===== src/rtl/pwm_audio_out.sv =====
`default_nettype none
// +----------------------------------------------------------------------------+
// | pwm_audio_out: paced sample FIFO, volume scaler and 8-bit PWM speaker drive |
// | Revision: 1.0                                                               |
// +----------------------------------------------------------------------------+
module pwm_audio_out #(
  parameter int CLK_FREQ    = 100_000_000,
  parameter int SAMPLE_RATE = 8000,
  parameter int FIFO_DEPTH  = 4
) (
  input  logic                          clk,
  input  logic                          reset,
  input  logic                          enable,
  input  logic [2:0]                    volume,
  input  logic [7:0]                    tone_data,
  input  logic                          tone_valid,
  output logic [1:0]                    sample_phase,
  output logic                          pwm_out,
  output logic                          audio_sd,
  output logic [$clog2(FIFO_DEPTH):0]   fifo_level,
  output logic                          underrun
);

  localparam int c_tick_div = CLK_FREQ / SAMPLE_RATE;
  localparam int AW         = $clog2(FIFO_DEPTH);
  localparam int LW         = AW + 1;
  localparam int TW         = $clog2(c_tick_div);

  localparam logic [TW-1:0] c_tick_max = TW'(c_tick_div - 1);
  localparam logic [LW-1:0] c_depth_l  = LW'(FIFO_DEPTH);
  localparam logic [LW:0]   c_depth_w  = (LW+1)'(FIFO_DEPTH);

  typedef enum logic [1:0] {
    ST_IDLE = 2'd0,
    ST_WAIT = 2'd1,
    ST_FULL = 2'd2,
    ST_OFF  = 2'd3
  } state_t;

  state_t          r_state, w_next_state;
  logic            r_enable;
  logic [1:0]      r_wait_cnt;
  logic            r_outstanding;
  logic            w_req, w_clr_outst, w_room;

  logic [7:0]      r_mem [FIFO_DEPTH];
  logic [AW-1:0]   r_wr_ptr, r_rd_ptr;
  logic [LW-1:0]   r_level;
  logic            w_full, w_empty, w_push, w_pop;

  logic [TW-1:0]   r_tick;
  logic            w_tick_wrap;
  logic [7:0]      r_sample;
  logic            r_underrun;

  logic signed [12:0] w_s, w_gain, w_p;
  logic [7:0]      w_duty_next;
  logic [7:0]      r_pwm_cnt, r_duty;
  logic            r_pwm;

  assign w_full      = (r_level == c_depth_l);
  assign w_empty     = (r_level == '0);
  assign w_room      = (({1'b0, r_level} + (LW+1)'(r_outstanding)) < c_depth_w);
  assign w_push      = enable && tone_valid && !w_full;
  assign w_tick_wrap = enable && (r_tick == c_tick_max);
  assign w_pop       = w_tick_wrap && !w_empty;

  // Request FSM: state register
  always_ff @(posedge clk or posedge reset) begin
    if (reset) begin
      r_state       <= ST_OFF;
      r_enable      <= 1'b0;
      r_wait_cnt    <= 2'd0;
      r_outstanding <= 1'b0;
    end else begin
      r_state    <= w_next_state;
      r_enable   <= enable;
      r_wait_cnt <= (r_state == ST_WAIT) ? r_wait_cnt + 2'd1 : 2'd0;
      if (w_clr_outst)
        r_outstanding <= 1'b0;
      else if (w_req)
        r_outstanding <= 1'b1;
    end
  end

  always_comb begin
    w_next_state = r_state;
    sample_phase = 2'b11;
    w_req        = 1'b0;
    w_clr_outst  = 1'b0;
    case (r_state)
      ST_OFF: begin
        sample_phase = 2'b11;
        w_next_state = ST_IDLE;
      end
      ST_IDLE: begin
        if (w_room) begin
          sample_phase = 2'b00;
          w_req        = 1'b1;
          w_next_state = ST_WAIT;
        end else begin
          sample_phase = 2'b10;
          w_next_state = ST_FULL;
        end
      end
      ST_WAIT: begin
        sample_phase = 2'b01;
        if (tone_valid || (r_wait_cnt == 2'd3)) begin
          w_clr_outst  = 1'b1;
          w_next_state = ST_IDLE;
        end
      end
      ST_FULL: begin
        sample_phase = 2'b10;
        if (!w_full)
          w_next_state = ST_IDLE;
      end
      default: w_next_state = ST_OFF;
    endcase
    if (!enable) begin
      w_next_state = ST_OFF;
      w_req        = 1'b0;
      w_clr_outst  = 1'b1;
    end
  end

  // Sample FIFO; disabling flushes it
  always_ff @(posedge clk or posedge reset) begin
    if (reset) begin
      r_wr_ptr <= '0;
      r_rd_ptr <= '0;
      r_level  <= '0;
    end else if (!enable) begin
      r_wr_ptr <= '0;
      r_rd_ptr <= '0;
      r_level  <= '0;
    end else begin
      if (w_push)
        r_wr_ptr <= r_wr_ptr + AW'(1);
      if (w_pop)
        r_rd_ptr <= r_rd_ptr + AW'(1);
      if (w_push && !w_pop)
        r_level <= r_level + LW'(1);
      else if (w_pop && !w_push)
        r_level <= r_level - LW'(1);
    end
  end

  always_ff @(posedge clk) begin
    if (w_push)
      r_mem[r_wr_ptr] <= tone_data;
  end

  // Sample-rate tick: pop one sample, or fall back to midscale on empty
  always_ff @(posedge clk or posedge reset) begin
    if (reset) begin
      r_tick     <= '0;
      r_sample   <= 8'h80;
      r_underrun <= 1'b0;
    end else begin
      r_tick <= (r_tick == c_tick_max) ? '0 : r_tick + TW'(1);
      if (w_tick_wrap) begin
        if (!w_empty) begin
          r_sample <= r_mem[r_rd_ptr];
        end else begin
          r_sample   <= 8'h80;
          r_underrun <= 1'b1;
        end
      end
    end
  end

  // Gain of (volume+1)/8 about midscale; result stays within 0..255
  assign w_s         = $signed({5'b0, r_sample}) - 13'sd128;
  assign w_gain      = $signed({9'b0, {1'b0, volume} + 4'd1});
  assign w_p         = w_s * w_gain;
  assign w_duty_next = enable ? 8'((w_p >>> 3) + 13'sd128) : 8'h80;

  // Duty reloads only at the period boundary to avoid mid-period glitches
  always_ff @(posedge clk or posedge reset) begin
    if (reset) begin
      r_pwm_cnt <= 8'd0;
      r_duty    <= 8'h80;
      r_pwm     <= 1'b0;
    end else begin
      r_pwm_cnt <= r_pwm_cnt + 8'd1;
      if (r_pwm_cnt == 8'hFF)
        r_duty <= w_duty_next;
      r_pwm <= enable && (r_pwm_cnt < r_duty);
    end
  end

  assign pwm_out    = r_pwm;
  assign audio_sd   = r_enable;
  assign fifo_level = r_level;
  assign underrun   = r_underrun;

endmodule
`default_nettype wire


===== config.mk =====
export PLATFORM = sky130hd
export DESIGN_NAME = pwm_audio_out
export DESIGN_NICKNAME = d
export VERILOG_FILES = /design/src/rtl/pwm_audio_out.sv
export SDC_FILE = /design/constraint.sdc
export NUM_CORES = 1
export LEC_CHECK = 0
export CAP_MARGIN = 20
export CORE_MARGIN = 2
export CORE_UTILIZATION = 42
export CTS_CLUSTER_DIAMETER = 30
export CTS_CLUSTER_SIZE = 14
export DETAILED_ROUTE_END_ITERATION = 10
export GPL_TIMING_DRIVEN = 0
export PLACE_DENSITY = 0.6
export SYNTH_ARGS = -nofsm -noshare
export SYNTH_HDL_FRONTEND = slang
export SYNTH_SLANG_ARGS = --single-unit

===== constraint.sdc =====
create_clock -name clk -period 10.9 [get_ports clk]
set_clock_uncertainty 0.1 [all_clocks]
set_input_delay 3.27 -clock clk [delete_from_list [all_inputs] [get_ports clk]]
set_output_delay 3.27 -clock clk [all_outputs]
set_load 0.02 [all_outputs]

==> impl_metrics.csv, run 1 <==
group,metric,value,unit
setup_path,crit_arrival,7640,ps
worst_hold_path,min_to,"r_wait_cnt[0]",
sta,rsz0062_at_grt,"no",
grt,antenna_found_initial,0,
layout,final_layout_size_suffix_gt1_frac,0.0721,
yosys,syn_nets,481,
layout,syn_to_final_growth,15.3,%
floorplan,io-pin-count,23,
yosys,synthTopCellsByArea,"dfrtp_1, edfxtp_1, ha_1, fa_1, mux4_2",
detailed_routing,drc,0,
layout,fillers,972,
setup_path,worstPathCellList,"clkdlybuf4s50_1, ha_1, xor2_1, and2_1, ha_1, inv_1, fa_1, fa_1, inv_1, ha_1, a21oi_1, o21ai_0, a211oi_1, nor2_1, or4_1, o311ai_0",
floorplan,coreArea,10900,sq um
yosys,yosysSeqAreaShare,0.484,
power,vdd_ir_drop_max,99.5,uV
yosys,yosys.area.top_type,"dfrtp_1",
setup_path,worst-endpoint-required,11010,ps
grt,grt_pass1_vias,3031,
yosys,synth_seq_cells,85,
grt,grt_max_degree,32,
floorplan,row_count,38,
floorplan,fp.dieH,110,um
sta,slew_violations,0,
detailed_routing,drt_iter0_drc,169,
setup_path,r2r_start,"r_sample[1]",
cts,clock_latency,330,ps
floorplan,die_w,110,um
detailed_routing,drt-total-wl,8820,um
power,p_leak,2.40,nW
placement,post-place-ws,3030,ps
layout,final_common_cell,"dfrtp_1",
cts,clk_pin_slew,60,ps
power,pwr_density_cell,133,nW/um^2
grt,grt_usage,0.162,
placement,io_buffers,22,
yosys,synth.top_cell.area_share,0.259,
setup_path,r2r-end,"r_duty[6]",
setup_path,rrSetupSlack,7070,ps
yosys,synth.area.mux_share,0.0422,
sta,timing.final.crit_period,7520,ps
floorplan,die-area,12100,sq um
yosys,yosys.area_share.simple,0.152,
detailed_routing,antenna_left,0,
cts,htreeDepth,3,
yosys,synth_area,4740,sq um
cts,cts_root_buf,"clkbuf_16",
job,max_cap_viol_count,0,
yosys,synth_top_family_by_area,"simple AND/OR/NAND/NOR gates",
floorplan,start_util,0.433,
sta,holdWs,349,ps
cts,cts_tree,"built",
detailed_routing,vias,3045,
sta,tightestPinTransition,788,ps
detailed_routing,vias_per_cell,5.09,
worst_hold_path,min_path_type,"flip-flop to flip-flop",
placement,place_area,5150,sq um
yosys,synthAdderAreaFrac,0.148,
detailed_routing,dr.pass1.iters,4,
setup_path,reg2reg_depth,13,
placement,dp_hpwl,6570,um
grt,grt.overflow.total,0,
status,status,"finished, final reports clean",
sta,hold_viol_final,0,
setup_path,crit_top_cell,"ha_1",
layout,nets,515,
sta,tns,0,ps
yosys,synth_compound_gate_area_share,0.0655,
sta,setup_viol,0,
cts,cts_hold_buf,0,
yosys,synth_warnings,0,
cts,clk_path_buf_depth,2,
yosys,synth_cells,419,
cts,post-cts-setup-buffer-count,0,
sta,period_share,0.690,
yosys,synth_xor_area_frac,0.0665,
layout,final_cell_mix,"dfrtp_1, inv_1, ha_1, edfxtp_1, nor2_1",
cts,cts.repair.resized,0,
power,finalPower,728,uW
setup_path,crit_type,"input port to flip-flop",
setup_path,crit_slowest_cell,"fa_1",
cts,cts_made_buffers,9,
sta,setup_ws,3380,ps
worst_hold_path,hold_start,"r_wait_cnt[0]",
yosys,ys_types,44,
cts,cts.sinks,85,
placement,routabilityCongestion,0.744,
yosys,syn_avg_cell_area,11.3,sq um
grt,grt_pass1_wl,14900,um
setup_path,slowest_delay,550,ps
layout,finalInstanceArea,5460,sq um
detailed_routing,wl_per_cell,14.7,um
sta,max_freq,0.133,GHz
setup_path,end_kind,"flip-flop",
sta,slew_headroom,0.475,
setup_path,start_kind,"input port",
setup_path,crit_fanout,8,
worst_hold_path,hold_depth,1,
layout,diodes,0,
[power breakdown]
part           switching, mW  internal, mW
logic                 0.0384        0.0305
registers            0.00522         0.340
clock network          0.121         0.193
total                  0.164         0.564
[per-stage QoR]
step	cells	util
floorplan	419	-
global placement	581	0.469
detailed placement	582	0.471
CTS	598	0.499
global route	598	0.499
finish	598	0.499
[final cells by class]
class / count / area [sq um] / share of cell area
timing repair buffer: 23 / 240 / 0.0440
multi-input combinational: 282 / 2250 / 0.411
buffer: 12 / 50.0 / 0.00916
sequential: 85 / 2290 / 0.420
clock inverter: 3 / 43.8 / 0.00802
inverter: 40 / 150 / 0.0275
clock buffer: 13 / 264 / 0.0483
tap: 140 / 175 / 0.0321
[worst max path at each step]
stage               cells after the start         to      start
floorplan                              15  r_duty[6]  volume[0]
global placement                       16  r_duty[6]  volume[1]
detailed placement                     16  r_duty[6]  volume[1]
CTS                                    16  r_duty[6]  volume[1]
global route                           16  r_duty[6]  volume[1]
finish                                 16  r_duty[6]  volume[1]
[state kept, by name, indices dropped and copies added (netlist names), 3 cells and up]
signal / count
r_mem: 32
r_tick: 14
r_duty: 8
r_pwm_cnt: 8
r_sample: 8
fifo_level: 3
[cell usage after synthesis, drive strengths merged]
| cell type | instances |
|---|---|
| a211o | 1 |
| a211oi | 4 |
| a21boi | 1 |
| a21o | 4 |
| a21oi | 6 |
| a2bb2oi | 1 |
| a311o | 1 |
| a31oi | 3 |
| and2 | 23 |
| and3 | 7 |
| and3b | 1 |
| buf | 2 |
| clkbuf | 10 |
| clkinv | 1 |
| dfrtp | 49 |
| dfstp | 4 |
| edfxtp | 32 |
| fa | 15 |
| ha | 32 |
| inv | 39 |
| mux2i | 2 |
| mux4 | 8 |
| nand2 | 29 |
| nand2b | 7 |
| nand3 | 18 |
| nand3b | 2 |
| nand4 | 3 |
| nor2 | 31 |
| nor2b | 5 |
| nor3 | 6 |
| nor3b | 1 |
| nor4 | 1 |
| o21ai | 20 |
| o21bai | 4 |
| o22ai | 3 |
| o311ai | 1 |
| o32ai | 1 |
| or2 | 1 |
| or3 | 1 |
| or4 | 1 |
| or4b | 2 |
| xnor2 | 19 |
| xor2 | 17 |
[cell families (layout without fill, tap and decap cells)]
logic type	count (synthesis)	after routing
xor+xnor	36	36
simple gates	139	139
buf+inv	52	91
mux	10	10
fa+ha+maj	47	47
compound gates	50	50
flops	85	85
[metal layers]
| layer | vias to the layer above | part of all wire | routed length, um | global-route usage |
|---|---|---|---|---|
| met4 | 0 | 0.014 | 123 | 0.0616 |
| met2 | 42 | 0.46 | 4040 | 0.246 |
| met5 | - | 0 | 0 | 0 |
| met1 | 1499 | 0.50 | 4380 | 0.230 |
| li1 | 1497 | - | - | - |
| met3 | 7 | 0.032 | 278 | 0.0312 |
[critical path, delay by kind of cell]
kind / cells / cell delay [ps]
AND/OR/NAND/NOR: 3 / 770
AO/OA/AOI/OAI: 4 / 700
buffers and inverters: 3 / 630
adder cells (fa/ha/maj): 5 / 1750
XOR/XNOR: 1 / 510
Power figures use the tool's default switching activity.
==> run 2: changes to the inputs <==
Clock period 10.9 ns to 7 ns, I/O delays scaled along.
==> results of run 2 <==
The final DEF is identical to that of run 1. Status: finished, final reports clean.
Main changes from that run: setup slack after placement 3030 ps -> 304 ps; setup slack after layout 3380 ps -> 646 ps; register-to-register setup slack 7070 ps -> 3170 ps; total power 0.728 mW -> 1.13 mW; worst IR drop on VDD 99.5 uV -> 155 uV
